## src/rtl/pc_ctrl_if.sv

```systemverilog
// Control bundle between decoder/counter and pc_ctrl: decoded op and status in,
// counter controls and stack status out.
interface pc_ctrl_if #(
  parameter int D = 12
);
  logic [D-1:0] prog_ctr;
  logic         instr_valid;
  logic [2:0]   op;
  logic         cond_ok;
  logic [D-1:0] offset;
  logic [D-1:0] abs_addr;
  logic         stall;
  logic         resume;
  logic         pc_reset;
  logic         reljump_en;
  logic         absjump_en;
  logic [D-1:0] target;
  logic         halted;
  logic         ras_overflow;
  logic         ras_underflow;

  modport master (
    output prog_ctr, instr_valid, op, cond_ok, offset, abs_addr, stall, resume,
    input  pc_reset, reljump_en, absjump_en, target, halted, ras_overflow, ras_underflow
  );

  modport slave (
    input  prog_ctr, instr_valid, op, cond_ok, offset, abs_addr, stall, resume,
    output pc_reset, reljump_en, absjump_en, target, halted, ras_overflow, ras_underflow
  );
endinterface

```

## src/rtl/pc_ctrl.sv

```systemverilog
// Program-counter sequencer: INIT/RUN/HALT FSM driving the counter's jump/reset
// controls, with a circular return-address stack for CALL/RET.
module pc_ctrl #(
  parameter int D         = 12,
  parameter int RAS_DEPTH = 4
) (
  input  logic     clk,
  input  logic     reset,
  pc_ctrl_if.slave bus
);
  localparam int PW = (RAS_DEPTH > 1) ? $clog2(RAS_DEPTH) : 1;
  localparam logic [PW:0] RAS_FULL = (PW+1)'(RAS_DEPTH);

  localparam logic [2:0] OP_BR   = 3'd1;
  localparam logic [2:0] OP_JMP  = 3'd2;
  localparam logic [2:0] OP_CALL = 3'd3;
  localparam logic [2:0] OP_RET  = 3'd4;
  localparam logic [2:0] OP_HALT = 3'd5;

  typedef enum logic [1:0] {ST_INIT, ST_RUN, ST_HALT} state_t;

  typedef struct packed {
    logic         pc_reset;
    logic         rel;
    logic         abs;
    logic [D-1:0] tgt;
  } ctl_t;

  state_t state, state_nx;
  ctl_t   ctl;

  logic [RAS_DEPTH-1:0][D-1:0] ras_mem;
  logic [PW-1:0]               wptr;
  logic [PW-1:0]               top;
  logic [PW:0]                 cnt;
  logic [D-1:0]                link;
  logic                        push, pop, set_unf;
  logic                        ras_full, ras_empty;
  logic                        ovf_q, unf_q;

  assign ras_full  = (cnt == RAS_FULL);
  assign ras_empty = (cnt == '0);
  assign top       = wptr - 1'b1;
  assign link      = bus.prog_ctr + D'(1);

  always_comb begin
    state_nx = state;
    push     = 1'b0;
    pop      = 1'b0;
    set_unf  = 1'b0;
    ctl      = '0;
    case (state)
      ST_INIT: begin
        ctl.pc_reset = 1'b1;
        state_nx     = ST_RUN;
      end
      ST_RUN: begin
        if (bus.stall) begin
          ctl.rel = 1'b1;
        end else if (bus.instr_valid) begin
          case (bus.op)
            OP_BR: begin
              if (bus.cond_ok) begin
                ctl.rel = 1'b1;
                ctl.tgt = bus.offset;
              end
            end
            OP_JMP: begin
              ctl.abs = 1'b1;
              ctl.tgt = bus.abs_addr;
            end
            OP_CALL: begin
              push    = 1'b1;
              ctl.abs = 1'b1;
              ctl.tgt = bus.abs_addr;
            end
            OP_RET: begin
              // An empty-stack return lands on address 0 rather than garbage.
              ctl.abs = 1'b1;
              if (ras_empty) begin
                set_unf = 1'b1;
              end else begin
                pop     = 1'b1;
                ctl.tgt = ras_mem[top];
              end
            end
            OP_HALT: begin
              ctl.rel  = 1'b1;
              state_nx = ST_HALT;
            end
            default: ;
          endcase
        end
      end
      ST_HALT: begin
        if (bus.resume) state_nx = ST_RUN;
        else            ctl.rel  = 1'b1;
      end
      default: begin
        ctl.pc_reset = 1'b1;
        state_nx     = ST_INIT;
      end
    endcase
  end

  always_ff @(posedge clk or negedge reset) begin
    if (!reset) state <= ST_INIT;
    else        state <= state_nx;
  end

  // Full stack keeps count at depth; the write pointer simply overwrites the oldest slot.
  always_ff @(posedge clk or negedge reset) begin
    if (!reset) begin
      wptr  <= '0;
      cnt   <= '0;
      ovf_q <= 1'b0;
      unf_q <= 1'b0;
    end else begin
      if (push) begin
        wptr <= wptr + 1'b1;
        if (ras_full) ovf_q <= 1'b1;
        else          cnt   <= cnt + 1'b1;
      end else if (pop) begin
        wptr <= top;
        cnt  <= cnt - 1'b1;
      end
      if (set_unf) unf_q <= 1'b1;
    end
  end

  always_ff @(posedge clk) begin
    if (push) ras_mem[wptr] <= link;
  end

  assign bus.pc_reset      = ctl.pc_reset;
  assign bus.reljump_en    = ctl.rel;
  assign bus.absjump_en    = ctl.abs;
  assign bus.target        = ctl.tgt;
  assign bus.halted        = (state == ST_HALT);
  assign bus.ras_overflow  = ovf_q;
  assign bus.ras_underflow = unf_q;
endmodule
```

## src/flat_wrapper.sv

```systemverilog
// flat-port wrapper written by rule: the top's interface ports become plain ports
module pc_ctrl_flat 
#(
  parameter int D         = 12,
  parameter int RAS_DEPTH = 4
)
  (clk, reset, bus_prog_ctr, bus_instr_valid, bus_op, bus_cond_ok, bus_offset, bus_abs_addr, bus_stall, bus_resume, bus_pc_reset, bus_reljump_en, bus_absjump_en, bus_target, bus_halted, bus_ras_overflow, bus_ras_underflow);
  pc_ctrl_if #(.D(D)) bus_i ();
  input  logic clk;
  input  logic reset;
  input wire logic [$bits(bus_i.prog_ctr)-1:0] bus_prog_ctr;
  input wire logic [$bits(bus_i.instr_valid)-1:0] bus_instr_valid;
  input wire logic [$bits(bus_i.op)-1:0] bus_op;
  input wire logic [$bits(bus_i.cond_ok)-1:0] bus_cond_ok;
  input wire logic [$bits(bus_i.offset)-1:0] bus_offset;
  input wire logic [$bits(bus_i.abs_addr)-1:0] bus_abs_addr;
  input wire logic [$bits(bus_i.stall)-1:0] bus_stall;
  input wire logic [$bits(bus_i.resume)-1:0] bus_resume;
  output wire logic [$bits(bus_i.pc_reset)-1:0] bus_pc_reset;
  output wire logic [$bits(bus_i.reljump_en)-1:0] bus_reljump_en;
  output wire logic [$bits(bus_i.absjump_en)-1:0] bus_absjump_en;
  output wire logic [$bits(bus_i.target)-1:0] bus_target;
  output wire logic [$bits(bus_i.halted)-1:0] bus_halted;
  output wire logic [$bits(bus_i.ras_overflow)-1:0] bus_ras_overflow;
  output wire logic [$bits(bus_i.ras_underflow)-1:0] bus_ras_underflow;
  assign bus_i.prog_ctr = bus_prog_ctr;
  assign bus_i.instr_valid = bus_instr_valid;
  assign bus_i.op = bus_op;
  assign bus_i.cond_ok = bus_cond_ok;
  assign bus_i.offset = bus_offset;
  assign bus_i.abs_addr = bus_abs_addr;
  assign bus_i.stall = bus_stall;
  assign bus_i.resume = bus_resume;
  assign bus_pc_reset = bus_i.pc_reset;
  assign bus_reljump_en = bus_i.reljump_en;
  assign bus_absjump_en = bus_i.absjump_en;
  assign bus_target = bus_i.target;
  assign bus_halted = bus_i.halted;
  assign bus_ras_overflow = bus_i.ras_overflow;
  assign bus_ras_underflow = bus_i.ras_underflow;
  pc_ctrl #(.D(D), .RAS_DEPTH(RAS_DEPTH)) u_core (.clk(clk), .reset(reset), .bus(bus_i));
endmodule
```

## config.mk

```make
export PLATFORM = sky130hd
export DESIGN_NAME = pc_ctrl_flat
export DESIGN_NICKNAME = d
export VERILOG_FILES = /design/src/rtl/pc_ctrl_if.sv /design/src/rtl/pc_ctrl.sv /design/src/flat_wrapper.sv
export SDC_FILE = /design/constraint.sdc
export NUM_CORES = 1
export LEC_CHECK = 0
export ABC_CLOCK_PERIOD_IN_PS = 3000
export BUFFER_PORTS_ARGS = -buffer_cell sky130_fd_sc_hd__buf_2
export CAP_MARGIN = 20
export CORE_MARGIN = 2
export CORE_UTILIZATION = 49
export CTS_CLUSTER_DIAMETER = 50
export CTS_CLUSTER_SIZE = 10
export DETAILED_ROUTE_END_ITERATION = 12
export PLACE_DENSITY = 0.76
export SLEW_MARGIN = 20
export SYNTH_ARGS = -nofsm -noshare
export SYNTH_HDL_FRONTEND = slang
export SYNTH_SLANG_ARGS = --single-unit
```

## constraint.sdc

```tcl
create_clock -name clk -period 3 [get_ports clk]
set_clock_uncertainty 0.05 [all_clocks]
set_input_delay 0.9 -clock clk [delete_from_list [all_inputs] [get_ports clk]]
set_output_delay 0.9 -clock clk [all_outputs]
set_load 0.01 [all_outputs]
```

* Word level (Yosys, flattened, before mapping) *
Cells that the tools add are included.

cells by class
  add/sub/neg operators = 5
  magnitude comparators = 3
  equality and inequality tests = 13
  muxes and demuxes = 42
  reduce and logical (&&, ||, !) cells = 10

operators with widths
  kind                                                 number
  bitwise mux 48 bit                                   1
  2-to-1 mux 12 bit                                    4
  case mux 12 bit (3 select lines)                     1
  2-to-1 mux 13 bit                                    2
  binary-select mux 12 bit (select 2 bit)              1
  demux 12 bit (select 2 bit)                          1
  2-to-1 mux 1 bit                                     19
  2-to-1 mux 14 bit                                    1
  adder 12 x 1 -> 12 bit, second input constant        1
  2-to-1 mux 2 bit                                     6
  != test 2 bit, second input constant                 5
  equality test 3 bit, second input constant           3
  2-to-1 mux 3 bit                                     3
  equality test 3 x 2 -> 1 bit, second input constant  2
  < comparator 2 x 3 -> 1 bit, second input constant   2
  case mux 2 bit (3 select lines)                      1
  case mux 1 bit (2 select lines)                      2
  AND reduction 2 bit                                  2
  AND reduction 4 bit                                  1
  OR reduction 2 bit                                   2
  adder 3 x 1 -> 3 bit, second input constant          1
  equality test 3 x 1 -> 1 bit, second input constant  1
  logical NOT 3 bit                                    1
  OR reduction 3 bit                                   1
  other kinds (9)                                      9

storage, ports and cells
  register bits after elaboration = 57
  word-level logic and storage cells = 82

* Logic depth before layout (Yosys ltp) *
  depth after elaboration = 8
  depth in mapped cells = 8
  mapped depth without buffers = 7

* Worst setup path before layout *
No wires, ideal clock.

  kind = flip-flop to output port
  start point = register u_core.wptr[0]
  end point = output bus_target[10]
  arrival = 2.169 ns
  required time = 2.050 ns
  path slack = -0.119 ns
  stages on the path, launching flop included = 9
  buffers on the path = 3
  path through = dfrtp_1 -> buf_2 -> buf_2 -> inv_1 -> ha_1 -> clkbuf_1 -> mux4_2 -> a21oi_1 -> nor2_1

on the way
  cells in the longest elaborated chain, start to end = 8

RTL lines
  element                                  RTL line            source
  start: declaration                       pc_ctrl.sv:33       logic [PW-1:0] wptr;
  start signal: assignment                 pc_ctrl.sv:120      wptr <= wptr + 1'b1;
  start signal: assignment                 pc_ctrl.sv:124      wptr <= top;
  subtractor 2 x 1 -> 2 bit                pc_ctrl.sv:43       assign top = wptr - 1'b1;
  via u_core.top[0]                        pc_ctrl.sv:34       logic [PW-1:0] top;
  binary-select mux 12 bit (select 2 bit)  pc_ctrl.sv:84       ctl.tgt = ras_mem[top];
  2-to-1 mux 12 bit (not written as such)  pc_ctrl.sv:84
  2-to-1 mux 12 bit                        pc_ctrl.sv:80       if (ras_empty) begin
  case mux 12 bit (3 select lines)         pc_ctrl.sv:61       case (bus.op)
  2-to-1 mux 14 bit                        pc_ctrl.sv:60       end else if (bus.instr_valid) begin
  2-to-1 mux 13 bit                        pc_ctrl.sv:58       if (bus.stall) begin
  2-to-1 mux 13 bit                        pc_ctrl.sv:52       case (state)
  end: declaration                         flat_wrapper.sv:22  output wire logic [$bits(bus_i.target)-1:0] bus_target;

The timed path passes the listed nets, and every way through them passes these cells. The select of a mux whose other input is x is not followed.

* Worst setup path in the final report *
  start point = input bus_op[1]
  end point = output bus_target[1]

on the way
  cells in the longest elaborated chain, start to end = 6

RTL lines
  element                              RTL line            source
  start: declaration                   flat_wrapper.sv:13  input wire logic [$bits(bus_i.op)-1:0] bus_op;
  equality test 3 x 2 -> 1 bit         pc_ctrl.sv:61
  OR reduction 2 bit (no source line)  n/a
  case mux 12 bit (3 select lines) *   pc_ctrl.sv:61
  2-to-1 mux 14 bit *                  pc_ctrl.sv:60
  2-to-1 mux 13 bit *                  pc_ctrl.sv:58
  2-to-1 mux 13 bit *                  pc_ctrl.sv:52

Mark *: on every way between the ends. The rest lies on a longest branch, timed or not.

==> summary.txt <==
Status -> complete, no violations
Total GRT Usage -> 0.183
Vias/cell -> 5.37
Post-Syn Area -> 0.00296 mm2
Seq/Total Area, Yosys -> 0.563
Worst path top cell family by delay -> simple AND/OR/NAND/NOR gates
CP Data Arrival Time -> 1990 ps
Vias in the first global route -> 1,902
Die area -> 0.00668 mm2
Top cell by count, worst path -> buf_2
Period utilisation layout -> 0.981
Clock sinks -> 57
Worst-path cell chain -> buf_2 -> or3b_4 -> nor2_4 -> buf_4 -> a21oi_1 -> nor2_1 -> buf_2
Critical path type -> input port to output port
Synth Instances -> 225
Setup TNS -> 0 ps
Final max-slew violation count -> 0
Most frequent cells in the layout -> buf_2 (62), edfxtp_1 (48), a21oi_1 (27), nand2_1 (17), nor2_1 (17)
CTS Buffer Depth -> 2
Period minus WS final -> 2940 ps
Setup-failing EPs final -> 0
CTS buffer count -> 9
CP Launch Type -> input port
Largest stage delay, worst path -> 410 ps
Setup crit end kind -> output port
Slew @ Worst Pin -> 452 ps
Initial Util -> 0.503
Largest net degree at the start of global routing -> 29
Root Buffer -> clkbuf_8
Final Hold Viols -> 0
DRC -> 0
Post-Layout Cell Count -> 382
Fmax -> 0.340 GHz
DRT Pass-1 Iters -> 4
R2r worst-path depth -> 7
Worst R2R Start -> u_core.state[1]$_DFFE_PN0P_
Nets@finish -> 357
Peak VDD IR -> 357 uV
ANT cells -> 0
Layout cell share with drive strength beyond 1 -> 0.381
Num rows -> 28
Crit Path Max Fanout -> 6
P_leak -> 0.00146 uW
R2r endpoint -> u_core.cnt[2]$_DFFE_PN0P_
Die Wd -> 81.7 um
Io pins -> 63
WP data required -> 2050 ps
First-pass GRT wire length -> 8.86 mm
Most common cell after layout, fill and taps aside -> buf_2
Mapped Nets -> 280
Distinct cells, synth -> 42
Routed vias -> 2,053
Final WS setup -> 57.5 ps
Pre-CTS WS -> 36.0 ps
Max cap viols -> 0
DR iter-0 viols -> 154
Worst path bufs/invs -> 3
Routed wire length -> 5.85 mm
H-tree depth -> 3
GP Congestion -> 0.711
Global route total overflow -> 0
Final Util -> 0.621
Reg2Reg Setup Slack -> 590 ps
Relative slew margins -> 0.697
Clock Pin Slew Worst Setup and Hold Paths -> 60 ps
P&R area growth vs syn -> 23.6%
RSZ-0062 raised after global routing -> no
Crit path max-delay cell type -> or3b_4
Avg Inst Size Synth -> 13.2 um2
Die height -> 81.7 um
Area of the core -> 0.00589 mm2
Per-cell routed wire length -> 15.3 um
Pwr dens -> 696 mW/mm2
FF+latch count, synth -> 57
Worst-Skew Late Latency -> 320 ps
Placed Cells -> 364
Port Buffers -> 62
Antenna violation net count after detailed routing -> 0
DP HPWL -> 4.16 mm
Yosys warnings -> 0
Worst hold path type -> input port to async pin
Antenna violations before repair -> 0
CTS tree -> done
[Yosys cell counts]
| master | number | area [um2] |
|---|---|---|
| edfxtp_1 | 48 | 1440 |
| a21oi_1 | 27 | 135 |
| nor2_1 | 18 | 67.6 |
| nand2_1 | 17 | 63.8 |
| mux4_2 | 13 | 293 |
| nand4b_1 | 12 | 105 |
| xnor2_1 | 10 | 87.6 |
| dfrtp_1 | 9 | 225 |
| ha_1 | 9 | 113 |
| inv_1 | 9 | 33.8 |
| clkbuf_1 | 6 | 22.5 |
| nand3_1 | 5 | 25.0 |
| and2_1 | 4 | 25.0 |
| and3_1 | 3 | 18.8 |
| buf_2 | 3 | 15.0 |
| mux2_2 | 2 | 22.5 |
| nand4_1 | 2 | 12.5 |
| nor3_1 | 2 | 10.0 |
| nor3b_1 | 2 | 15.0 |
| o21bai_1 | 2 | 15.0 |
| a211o_1 | 1 | 8.76 |
| a22o_1 | 1 | 8.76 |
| a31o_2 | 1 | 8.76 |
| and3b_1 | 1 | 8.76 |
| and4_1 | 1 | 8.76 |
| buf_1 | 1 | 3.75 |
| buf_4 | 1 | 7.51 |
| buf_6 | 1 | 11.3 |
| fa_1 | 1 | 20.0 |
| mux2i_1 | 1 | 10.0 |
| nand2b_1 | 1 | 6.26 |
| nand3b_4 | 1 | 20.0 |
| nor2_2 | 1 | 6.26 |
| nor2b_1 | 1 | 6.26 |
| nor3_2 | 1 | 10.0 |
| nor3_4 | 1 | 16.3 |
| o21ai_0 | 1 | 5.00 |
| o22a_1 | 1 | 8.76 |
| o31ai_1 | 1 | 7.51 |
| or3b_4 | 1 | 11.3 |
| or4b_1 | 1 | 10.0 |
| xor2_1 | 1 | 8.76 |
[metal layers]
| metal | wire, um | part of all wire | up-vias | global-route usage |
|---|---|---|---|---|
| met1 | 2560 | 0.44 | 956 | 0.241 |
| met4 | 67 | 0.011 | 0 | 0.0750 |
| met3 | 466 | 0.080 | 4 | 0.0484 |
| li1 | - | - | 997 | - |
| met2 | 2750 | 0.47 | 96 | 0.290 |
| met5 | 0 | 0 | - | 0 |
[how the worst max path moves through the flow]
stage                                     from        endpoint  slack [ps]  cells after the start
detailed placement                   bus_op[1]  bus_target[11]          40                      7
floorplan           u_core.wptr[0]$_DFFE_PN0P_  bus_target[10]          20                      8
CTS                                  bus_op[1]  bus_target[11]          30                      7
global route                         bus_op[1]  bus_target[11]           6                      7
global placement                     bus_op[1]   bus_target[9]          70                      7
finish                               bus_op[1]   bus_target[1]          60                      7
[where the power goes]
group          internal (uW)  leakage [uW]  total [uW]  switching [uW]
combinational            406      0.000812         805             399
sequential               920      0.000545         974            54.0
clock                    466      0.000106         764             298
total                   1790       0.00146        2540             751
[cells by family after synthesis]
| family | Yosys count | synth area share |
|---|---|---|
| buffers and inverters | 21 | 0.0317 |
| multiplexers | 16 | 0.110 |
| XOR/XNOR | 11 | 0.0326 |
| flip-flops | 57 | 0.563 |
| AO/OA/AOI/OAI | 35 | 0.0668 |
| AND/OR/NAND/NOR | 75 | 0.151 |
| adder cells (fa/ha/maj) | 10 | 0.0448 |
[through the flow]
stage / instance area [um2] / power, uW / hold slack (ps)
after floorplan: 2960 / 1540 / 462
after global routing: 3660 / 2670 / 361
final: 3660 / 2540 / 362
after detailed placement: 3410 / 1770 / 411
after global placement: 3410 / 1760 / 409
after CTS: 3630 / 2540 / 354
[final cells by class]
type                    instances  area [um2]
clock buffers                   9         124
clock inverters                 7        93.8
fillers                       441        2230
inverters                       9        33.8
multi-input cells             147        1210
flip-flops and latches         57        1670
well taps                      75        93.8
repair buffers                 78         434
[sequential cells by signal, indices dropped and copies added, names as in the netlist]
register,flops
u_core.bus.ras_overflow,1
u_core.bus.ras_underflow,1
u_core.state,2
u_core.ras_mem,48
u_core.wptr,2
u_core.cnt,3
[repair_timing]
item,4_1_cts,5_1_grt
endpoints found under the hold margin,0,0
hold buffers,0,0
buffers inserted,0,1
endpoints found under the setup margin,0,10
gates resized for setup,0,5
No activity file was read; power rests on OpenSTA's default activity.
